**config.mk**
```make
export PLATFORM = sky130hd
export DESIGN_NAME = stopwatch_bcd
export DESIGN_NICKNAME = d
export VERILOG_FILES = /design/src/rtl/stopwatch_pkg.sv /design/src/rtl/stopwatch_bcd_digit.sv /design/src/rtl/stopwatch_bcd.sv
export SDC_FILE = /design/constraint.sdc
export NUM_CORES = 1
export LEC_CHECK = 0
export CAP_MARGIN = 10
export CORE_MARGIN = 4
export CORE_UTILIZATION = 54
export CTS_CLUSTER_DIAMETER = 40
export CTS_CLUSTER_SIZE = 14
export DETAILED_ROUTE_END_ITERATION = 8
export HOLD_SLACK_MARGIN = 0.02
export PLACE_DENSITY_LB_ADDON = 0.08
export SETUP_SLACK_MARGIN = 0.4
export SLEW_MARGIN = 20
export SYNTH_ARGS = -nofsm -noshare
export SYNTH_HDL_FRONTEND = slang
export SYNTH_SLANG_ARGS = --single-unit
export TNS_END_PERCENT = 100
```
**constraint.sdc**
```tcl
create_clock -name i_clk -period 3.7 [get_ports i_clk]
set_clock_uncertainty 0.1 [all_clocks]
set_input_delay 0.74 -clock i_clk [delete_from_list [all_inputs] [get_ports i_clk]]
set_output_delay 0.74 -clock i_clk [all_outputs]
set_load 0.05 [all_outputs]
```
**src/rtl/stopwatch_pkg.sv**
```systemverilog
// Shared types and constants for the BCD stopwatch: FSM state encoding and
// the per-digit roll-over limits.
package stopwatch_pkg;

    typedef enum logic [1:0] {
        IDLE  = 2'd0,
        RUN   = 2'd1,
        PAUSE = 2'd2
    } state_t;

    // Highest legal value of a units digit and of a tens digit.
    localparam int unsigned ONES_LIMIT = 9;
    localparam int unsigned TENS_LIMIT = 5;

endpackage

```
**src/rtl/stopwatch_bcd_digit.sv**
```systemverilog
// Mod-(LIMIT+1) BCD digit counter. carry is combinational so a chain of
// digits ripples in the same cycle as the increment that causes it.
module bcd_digit #(
    parameter int unsigned LIMIT = 9
) (
    input  logic       i_clk,
    input  logic       i_reset_n,
    input  logic       inc,
    input  logic       clr,
    output logic [3:0] value,
    output logic       carry
);

    // Using >= rather than == means an out-of-range value can never survive
    // past its next increment.
    assign carry = inc && (value >= 4'(LIMIT));

    // Digit register: clear wins over increment, increment rolls to 0 at LIMIT.
    always_ff @(posedge i_clk or negedge i_reset_n) begin
        // NOTE: non-blocking assignments keep every flop sampling pre-edge values.
        if (!i_reset_n) begin
            value <= 4'd0;
        end else if (clr) begin
            value <= 4'd0;
        end else if (inc) begin
            value <= carry ? 4'd0 : value + 4'd1;
        end
    end

endmodule

```
**src/rtl/stopwatch_bcd.sv**
```systemverilog
// MM:SS BCD stopwatch driven by an in-domain square wave. A three-state
// FSM (IDLE/RUN/PAUSE) gates counting; four bcd_digit instances form the
// carry chain and a registered pulse flags the 59:59 -> 00:00 roll-over.
module stopwatch_bcd
    import stopwatch_pkg::*;
#(
    parameter bit COUNT_BOTH_EDGES = 1'b1
) (
    input  logic       i_clk,
    input  logic       i_reset_n,
    input  logic       i_tick_in,
    input  logic       i_start,
    input  logic       i_stop,
    input  logic       i_clear,
    output logic [3:0] o_sec_ones,
    output logic [3:0] o_sec_tens,
    output logic [3:0] o_min_ones,
    output logic [3:0] o_min_tens,
    output logic       o_running,
    output logic       o_wrap
);

    state_t state;
    state_t state_nxt;
    logic   tick_q;
    logic   primed;
    logic   edge_seen;
    logic   count_ev;
    logic   advance;
    logic   so_carry;
    logic   st_carry;
    logic   mo_carry;
    logic   mt_carry;

    // Previous tick sample plus a one-shot flag that masks the first cycle
    // after reset, when tick_q does not yet reflect the real input.
    always_ff @(posedge i_clk or negedge i_reset_n) begin
        if (!i_reset_n) begin
            tick_q <= 1'b0;
            primed <= 1'b0;
        end else begin
            tick_q <= i_tick_in;
            primed <= 1'b1;
        end
    end

    assign edge_seen = COUNT_BOTH_EDGES ? (i_tick_in != tick_q) : (i_tick_in & ~tick_q);
    assign count_ev  = primed & edge_seen;
    // Clear in the same cycle as an event suppresses the increment entirely.
    assign advance   = (state == RUN) & count_ev & ~i_clear;

    bcd_digit #(.LIMIT(ONES_LIMIT)) u_sec_ones (
        .i_clk(i_clk), .i_reset_n(i_reset_n), .inc(advance), .clr(i_clear),
        .value(o_sec_ones), .carry(so_carry)
    );
    bcd_digit #(.LIMIT(TENS_LIMIT)) u_sec_tens (
        .i_clk(i_clk), .i_reset_n(i_reset_n), .inc(so_carry), .clr(i_clear),
        .value(o_sec_tens), .carry(st_carry)
    );
    bcd_digit #(.LIMIT(ONES_LIMIT)) u_min_ones (
        .i_clk(i_clk), .i_reset_n(i_reset_n), .inc(st_carry), .clr(i_clear),
        .value(o_min_ones), .carry(mo_carry)
    );
    bcd_digit #(.LIMIT(TENS_LIMIT)) u_min_tens (
        .i_clk(i_clk), .i_reset_n(i_reset_n), .inc(mo_carry), .clr(i_clear),
        .value(o_min_tens), .carry(mt_carry)
    );

    // Next-state decode with priority clear > stop > start.
    always_comb begin
        // NOTE: default assignment first so no path leaves state_nxt unassigned (no latch).
        state_nxt = state;
        if (i_clear) begin
            state_nxt = IDLE;
        end else begin
            unique case (state)
                IDLE:    if (!i_stop && i_start) state_nxt = RUN;
                RUN:     if (i_stop)             state_nxt = PAUSE;
                PAUSE:   if (!i_stop && i_start) state_nxt = RUN;
                default:                         state_nxt = IDLE;
            endcase
        end
    end

    // State register with registered status outputs.
    always_ff @(posedge i_clk or negedge i_reset_n) begin
        if (!i_reset_n) begin
            state     <= IDLE;
            o_running <= 1'b0;
            o_wrap    <= 1'b0;
        end else begin
            state     <= state_nxt;
            o_running <= (state_nxt == RUN);
            o_wrap    <= mt_carry;
        end
    end

endmodule

```
==> impl_metrics.yaml, run 1 <==
route:
  vias_per_cell: 5.65
  routed.top_layer: "met4"
  routed_wl_mm: 2.49
  num_vias: 994
  drc: 0
  met2_length_mm: 1.21
  drtIter0Drc: 18
  wl_per_cell_um: 14.2
  drtAntennaViolNets: 0
  wl_met3_um: 84
  drt-met1-wl_mm: 1.17
  drtPass1Iterations: 5
grt:
  grtUsageTotal_pct: 17.4
  antenna_found_initial: 0
  grt_first_pass_wirelength_mm: 4.44
  grt_max_degree: 23
  grt_pass1_vias: 1000
  grt.overflow.total: 0
synth:
  syn_area_um2: 1240
  netlist-cell-type-count: 35
  ys_seq_elements: 22
  netlist_top_cells_area: "dfrtp_1, ha_1, a21oi_1"
  synthCells: 126
  synthArstFlopShare_pct: 100
  synth_area_per_cell_um2: 9.82
  synth-xor-area-share_pct: 3.54
  yosys.area_share.adder_pct: 12.1
  synth-warning-count: 0
  synthFlopType: "dfrtp_1"
  yosysSeqAreaShare_pct: 44.5
  synth_top_area_share_pct: 44.5
  synth_edf_count: 0
  synth-compound-area-share_pct: 13.2
  synth_top_family_by_area: "simple AND/OR/NAND/NOR gates"
  yosys.area_share.simple_pct: 21.4
  synth_area_leader_cell: "dfrtp_1"
  yosys-mux-area-fraction_pct: 0
  syn-num-nets: 144
sta:
  hold_viol: 0
  period_minus_slack_ps: 2540
  slew_headroom_pct: 66.7
  max_freq_mhz: 394
  report.final.slew_viol_count: 0
  worst_pin_slew_ps: 498
  fin_crit_sh_pct: 68.6
  tns_ps: 0
  rsz0062_at_grt: "no"
  final-setup-viol-count: 0
flow_run:
  cap_viol_max_count: 0
placement:
  place.gp.congestion: 0.803
  placed_cell_area_um2: 1480
  hpwl_mm: 1.83
  dp_cells: 173
  io_buffers: 23
clocking:
  cts_root_buf: "clkbuf_4"
  path_clk_slew_ps: 120
  post_cts_buffers: 0
  cts_max_path_buffers: 2
  cts-buffers-inserted: 3
  htree_levels: 1
  cts_tree: "yes"
  cts_sinks: 22
  cts_resized: 0
  clock_latency_ps: 300
  hold_buffers: 0
cells_and_area:
  fill_cells: 167
  syn_to_final_growth_pct: 21.0
  final_area_um2: 1500
  drive_gt1_share_pct: 6.08
  nNetsFinal: 168
  layout.cells.non_filler: 176
  antenna_cells: 0
worst_setup_path:
  r2r_end: "u_min_tens.value[2]"
  rrSetupSlack_ps: 1500
  rr_worst_depth: 6
  crit_path_start_kind: "input port"
  r2r_start: "u_min_ones.value[0]"
  crit_fanout: 11
  crit_end: "u_min_tens.value[2]"
  required_ps: 3840
  critPathCaptureType: "flip-flop"
  criticalPathCategory: "input port to flip-flop"
  worst_ep_arrival_time_ps: 2680
  startpoint: "i_tick_in"
floorplanning:
  coreArea_um2: 2190
  dieArea_um2: 3120
  die_w_um: 55.9
  fp-row-count: 17
  die_y_um: 55.9
  io_pins: 24
  start_util_pct: 56.5
status:
  status: "complete, no violations"
min_path:
  min_path_type: "input port to asynchronous set/reset pin"
power:
  irDropWorstVdd_mv: 0.169
  p_leak_uw: 0.000641
  p_per_area_nw_per_um2: 254
-- synth_stat cells, types with 2 or more instances --
cell type	number
or3_1	3
dfrtp_1	22
and3_1	2
nor2_1	9
a21o_1	2
xor2_1	4
nand2b_1	3
nand2_1	7
a2111oi_0	2
inv_1	8
ha_1	12
o21ai_0	3
nand4_1	2
and2b_1	2
nand3_1	9
nor3_1	4
a21oi_1	12
clkbuf_1	3
-- metal layers --
metal / vias to the layer above / GRT usage [%]
li1: 483 / -
met1: 484 / 22.8
met3: 4 / 2.55
met5: - / 0
met4: 0 / 5.08
met2: 23 / 29.9
-- critical path, cell delays in order --
cell             delay [ps]
clkdlybuf4s50_1         480
xor2_1                  180
and3_1                  310
nand4_2                 270
or4b_1                  540
a21oi_1                 150
-- layout by cell type (no fill, tap or decap), types with 2 or more instances in the layout --
cell             netlist  routed
and3_1                 2       2
a2111oi_0              2       2
and2b_1                2       2
a21o_1                 2       2
o21ai_0                3       3
clkdlybuf4s50_1        0      22
a21oi_1               12      12
clkbuf_4               0       3
nand3_1                9       9
nand4_1                2       2
inv_1                  8       8
nor2_1                 9       9
nor3_1                 4       4
xor2_1                 4       4
dfrtp_1               22      22
nand2b_1               3       3
ha_1                  12      12
nand2_1                7       7
or3_1                  3       3
-- power breakdown --
part | total (uW) | leakage, uW | switching (uW) | internal, uW
Clock | 108 | 0.0000138 | 70.5 | 38.0
Combinational | 25.7 | 0.000326 | 16.3 | 9.40
Sequential | 246 | 0.000301 | 2.54 | 243
Total | 380 | 0.000641 | 89.4 | 291
-- worst min path at each step --
stage,from,end,slack [ps]
global route,i_reset_n,u_sec_ones.value[2],300
detailed placement,u_min_ones.value[3],u_min_ones.value[3],450
global placement,state[1],state[0],440
finish,i_reset_n,u_sec_tens.value[1],280
floorplan,i_reset_n,o_running,340
CTS,u_min_ones.value[3],u_min_ones.value[3],460
-- through the flow --
stage	total power [uW]	utilization [%]	setup slack [ps]	hold WS (ps)
3_3_place_gp	276	67.6	913	437
5_1_grt	399	68.4	978	302
4_1_cts	385	68.6	1160	465
2_1_floorplan	262	-	1510	344
6_report	380	68.4	1160	279
3_5_place_dp	277	67.6	828	448
-- layout make-up --
cell class                      instances  area, um^2  share of cell area [%]
Inverter                                8        30.0                    2.01
Multi-Input combinational cell         91         627                    41.9
Clock buffer                            3        22.5                    1.50
Timing Repair Buffer                   24         233                    15.5
Sequential cell                        22         551                    36.8
Tap cell                               28        35.0                    2.34
-- cells by family after synthesis --
logic type | after synthesis
AO/OA/AOI/OAI | 25
XOR/XNOR | 5
adder cells (fa/ha/maj) | 12
buffers and inverters | 13
flip-flops | 22
other | 1
AND/OR/NAND/NOR | 48
-- state kept, by name, summed over array words and instances (netlist names) --
register	flops
primed	1
state	2
o_wrap	1
tick_q	1
u_min_ones.value	4
u_sec_tens.value	4
u_sec_ones.value	4
u_min_tens.value	4
o_running	1
(Power assumes the default switching activity.)
==> run 2, diff against run 1 <==
--- a/config.mk
+++ b/config.mk
@@ -7,7 +7,7 @@
 export LEC_CHECK = 0
 export CAP_MARGIN = 10
 export CORE_MARGIN = 4
-export CORE_UTILIZATION = 54
+export CORE_UTILIZATION = 46
 export CTS_CLUSTER_DIAMETER = 40
 export CTS_CLUSTER_SIZE = 14
 export DETAILED_ROUTE_END_ITERATION = 8
==> constraint.sdc (replaced) <==
create_clock -name i_clk -period 2.2 [get_ports i_clk]
set_clock_uncertainty 0.1 [all_clocks]
set_input_delay 0.44 -clock i_clk [delete_from_list [all_inputs] [get_ports i_clk]]
set_output_delay 0.44 -clock i_clk [all_outputs]
set_load 0.05 [all_outputs]
==> impl_metrics.yaml, run 2 (synthesis gave the netlist of run 1 again) <==
status:
  status: "complete, no violations"
route:
  drtAntennaViolNets: 0
  drtPass1Iterations: 4
  wl_per_cell_um: 13.3
  drc: 0
  num_vias: 1081
  routed_wl_mm: 2.76
  drtIter0Drc: 38
  vias_per_cell: 5.22
min_path:
  min_path_type: "input port to flip-flop"
  holdPathStages: 1
  hold_path_startpoint: "i_tick_in"
  min_to: "tick_q"
cells_and_area:
  drive_gt1_share_pct: 44.6
  final_cell_mix: "buf_4, dfrtp_1, a21oi_1, ha_1"
  utilization_pct: 71.7
  syn_to_final_growth_pct: 46.1
  layout.cells.most_common: "buf_4"
  fill_cells: 198
  nNetsFinal: 196
  antenna_cells: 0
worst_setup_path:
  rr_worst_depth: 7
  crit_chain: "inv_4, ha_4, nor2_2, a21oi_4, nand4_4, or4b_4, a21oi_2"
  r2r_end: "u_min_tens.value[2]"
  worst_ep_arrival_time_ps: 2000
  cpPeakStageDelay_ps: 510
  rrSetupSlack_ps: 350
  crit_fanout: 4
  r2r_start: "u_sec_ones.value[1]"
  critPathSlowestCell: "or4b_4"
  crit_path_start_kind: "flip-flop"
  critPathCaptureType: "flip-flop"
  required_ps: 2350
  criticalPathCategory: "flip-flop to flip-flop"
sta:
  max_freq_mhz: 541
  rsz0062_at_grt: "yes"
  report.final.slew_viol_count: 0
  tns_ps: 0
  fin_crit_sh_pct: 84.0
  final-setup-viol-count: 0
  period_minus_slack_ps: 1850
  hold_viol: 0
floorplanning:
  dieArea_um2: 3580
  io_pins: 24
  die_w_um: 59.9
  coreArea_um2: 2520
  start_util_pct: 49.1
  die_y_um: 59.9
  fp-row-count: 18
power:
  irDropWorstVdd_mv: 0.326
  p_per_area_nw_per_um2: 370
  p_total_uw: 669
  p_leak_uw: 0.000818
grt:
  grtUsageTotal_pct: 17.7
  grt_pass1_vias: 1083
  grt_max_degree: 23
  antenna_found_initial: 0
  grt_first_pass_wirelength_mm: 4.80
  grt.overflow.total: 0
placement:
  io_buffers: 23
  place.gp.congestion: 0.834
  hpwl_mm: 1.88
clocking:
  cts_max_path_buffers: 2
  cts_sinks: 22
  htree_levels: 1
  cts_root_buf: "clkbuf_4"
  path_clk_slew_ps: 110
  cts-buffers-inserted: 3
  hold_buffers: 0
  cts_tree: "yes"
  clock_latency_ps: 310
flow_run:
  cap_viol_max_count: 0
## run 2: changes by cell type in the layout (fill, tap and decap cells not counted), moves of 3 or more
| cell | before | now |
|---|---|---|
| ha_1 | 12 | 9 |
| inv_1 | 8 | 4 |
| ha_4 | 0 | 3 |
| clkdlybuf4s50_1 | 22 | 3 |
| inv_2 | 0 | 3 |
| clkbuf_2 | 0 | 6 |
| dfrtp_1 | 22 | 14 |
| clkdlybuf4s15_2 | 0 | 7 |
| buf_4 | 1 | 27 |
| dlygate4sd2_1 | 0 | 4 |
| dfrtp_2 | 0 | 8 |
## run 2: metal layers
layer / vias up / wire length [um] / track usage, %
met3: 5 / 110 / 1.94
met4: 0 / 50 / 7.59
li1: 542 / - / -
met1: 508 / 1230 / 23.6
met2: 26 / 1380 / 28.9
met5: - / 0 / 0
## run 2: critical path, delay by kind of cell (launching register included)
| family | cells | cell delay [ps] |
|---|---|---|
| AOI/OAI and AO/OA | 2 | 360 |
| DFF | 1 | 440 |
| adders and majority gates | 1 | 120 |
| buffers and inverters | 1 | 80 |
| and+or+nand+nor | 3 | 700 |
## run 2: through the flow
stage / std cells / setup slack (ps) / hold WS (ps) / cell area, um^2
2_1_floorplan: 126 / 255 / 44.4 / 1280
3_3_place_gp: 185 / -44.1 / 432 / 1610
3_5_place_dp: 185 / -148 / 447 / 1610
5_1_grt: 207 / 258 / 337 / 1810
6_report: 207 / 352 / 347 / 1810
4_1_cts: 202 / 295 / 296 / 1770
## run 2: how the worst max path moves through the flow
stage                              from             endpoint  slack (ps)  cells past startpoint
floorplan           u_sec_ones.value[1]  u_min_tens.value[3]         250                      8
global placement              i_tick_in  u_min_tens.value[0]         -40                      7
detailed placement            i_tick_in  u_min_tens.value[2]        -150                      6
CTS                 u_sec_ones.value[1]  u_min_tens.value[2]         300                      7
global route        u_sec_ones.value[1]  u_min_tens.value[2]         260                      7
finish              u_sec_ones.value[1]  u_min_tens.value[2]         350                      7
## run 2: cell type report
type	instances	area (um^2)	share of cell area (%)
multi-input combinational	91	728	40.3
sequential	22	561	31.0
timing repair buffer	52	423	23.4
tap	30	37.5	2.08
inverter	8	32.5	1.80
clock buffer	4	26.3	1.45
## run 2: timing repair
item / in CTS / in global routing
resized for setup: 49 / 26
pin swaps: 9 / 9
setup buffers: 13 / 5
setup endpoints to repair: 30 / 24
## run 2: where the power goes
group | switching [uW] | internal (uW) | leakage, uW | total [uW]
clock network | 122 | 70.9 | 0.0000150 | 193
logic | 34.4 | 29.5 | 0.000515 | 64.0
registers | 3.45 | 409 | 0.000288 | 412
==> run 3, diff against run 2 <==
==> constraint.sdc (replaced) <==
create_clock -name i_clk -period 1.6 [get_ports i_clk]
set_clock_uncertainty 0.1 [all_clocks]
set_input_delay 0.32 -clock i_clk [delete_from_list [all_inputs] [get_ports i_clk]]
set_output_delay 0.32 -clock i_clk [all_outputs]
set_load 0.05 [all_outputs]
==> impl_metrics.yaml, run 3 (synthesis gave the netlist of run 1 again) <==
power:
  p_per_area_nw_per_um2: 430
  p_total_uw: 987
  p_leak_uw: 0.00101
  irDropWorstVdd_mv: 0.481
flow_run:
  cap_viol_max_count: 0
placement:
  place.gp.congestion: 0.777
  hpwl_mm: 2.21
  io_buffers: 23
worst_setup_path:
  criticalPathCategory: "flip-flop to flip-flop"
  worst_ep_arrival_time_ps: 2080
  required_ps: 1740
  crit_path_start_kind: "flip-flop"
  critPathCaptureType: "flip-flop"
  crit_fanout: 5
grt:
  antenna_found_initial: 0
  grtUsageTotal_pct: 21.7
  grt_pass1_vias: 1284
  grt_first_pass_wirelength_mm: 5.73
  grt_max_degree: 23
  grt.overflow.total: 0
route:
  drtPass1Iterations: 5
  vias_per_cell: 5.80
  routed_wl_mm: 4.59
  drtAntennaViolNets: 0
  num_vias: 1316
  wl_per_cell_um: 20.2
  drtIter0Drc: 57
  drc: 0
floorplanning:
  coreArea_um2: 2520
  io_pins: 24
  dieArea_um2: 3580
  die_w_um: 59.9
  fp-row-count: 18
  die_y_um: 59.9
  start_util_pct: 49.1
sta:
  report.final.slew_viol_count: 0
  max_freq_mhz: 513
  period_minus_slack_ps: 1950
  rsz0062_at_grt: "yes"
  final-setup-viol-count: 17
  fin_crit_sh_pct: 122
  layout_setup_ws_ps: -348
  whs_ps: 251
  hold_viol: 0
cells_and_area:
  layout.cells.most_common: "buf_4"
  nNetsFinal: 216
  drive_gt1_share_pct: 57.9
  antenna_cells: 0
  syn_to_final_growth_pct: 85.6
  final_cell_mix: "buf_4, buf_12, buf_6, dfrtp_1"
clocking:
  cts_tree: "yes"
  cts-buffers-inserted: 3
  cts_root_buf: "clkbuf_4"
  htree_levels: 1
  cts_sinks: 22
  cts_max_path_buffers: 2
  clock_latency_ps: 310
  path_clk_slew_ps: 130
status:
  status: "complete, but fails checks"
  failed_checks: "setup timing"
min_path:
  min_path_type: "input port to flip-flop"
==> run 3: changes by cell type in the layout (fill, tap and decap cells not counted), sizes merged <==
cell           previous run  this run
buf                      32        67
dlygate4sd2               4         2
clkbuf                   10         4
clkdlybuf4s15             7         0
==> run 3: cell type report <==
class / count / area (um^2)
flip-flops and latches: 22 / 563
fillers: 96 / 225
clock buffers: 4 / 36.3
inverters: 8 / 32.5
repair buffers: 72 / 843
well taps: 30 / 37.5
multi-input cells: 91 / 785
==> run 3: worst paths after layout <==
check | from | end | slack (ps) | depth (start not counted)
setup reg to reg | u_sec_ones.value[1] | u_min_ones.value[3] | -350 | 8
max in group asynchronous | i_reset_n | u_min_ones.value[1] | 890 | 2
min in group asynchronous | i_reset_n | u_sec_ones.value[3] | 270 | 2
hold / removal | i_tick_in | tick_q | 250 | 1
hold reg to reg | state[1] | state[0] | 520 | 2
setup / recovery | u_sec_ones.value[1] | u_min_ones.value[3] | -350 | 8
==> run 3: through the flow <==
step | util, % | std cells | area (um^2) | TNS [ps] | setup slack (ps)
2_1_floorplan | - | 126 | 1300 | -2160 | -345
3_3_place_gp | 76.5 | 204 | 1930 | -6020 | -506
3_5_place_dp | 76.5 | 204 | 1930 | -7280 | -624
4_1_cts | 85.6 | 220 | 2160 | -1310 | -191
5_1_grt | 91.1 | 227 | 2300 | -4070 | -402
6_report | 91.1 | 227 | 2300 | -2850 | -348
==> run 3: repair_timing <==
item,CTS,global route
hold buffers,0,0
pin swaps,14,3
buffers inserted,12,7
gates resized for setup,31,20
endpoints found under the setup margin,37,36
endpoints found under the hold margin,0,0
==> run 3: worst max-delay path, stage by stage (launching register included) <==
cell	delay, ps
dfrtp_2	460
inv_4	90
ha_4	150
nor2_4	40
a21oi_4	190
buf_4	180
nand3_1	110
or3_1	360
a21oi_1	180
==> run 3: routing by layer <==
layer / global-route usage (%) / routed length [um] / vias up
met5: 0 / 0 / -
met4: 13.0 / 212 / 0
met3: 4.54 / 222 / 29
met2: 36.9 / 2410 / 69
met1: 24.8 / 1750 / 642
li1: - / - / 576
==> run 3: power breakdown <==
group	leakage (uW)	switching [uW]	internal [uW]
logic	0.000703	54.7	43.1
clock network	0.0000210	181	139
registers	0.000285	6.28	563
total	0.00101	242	745
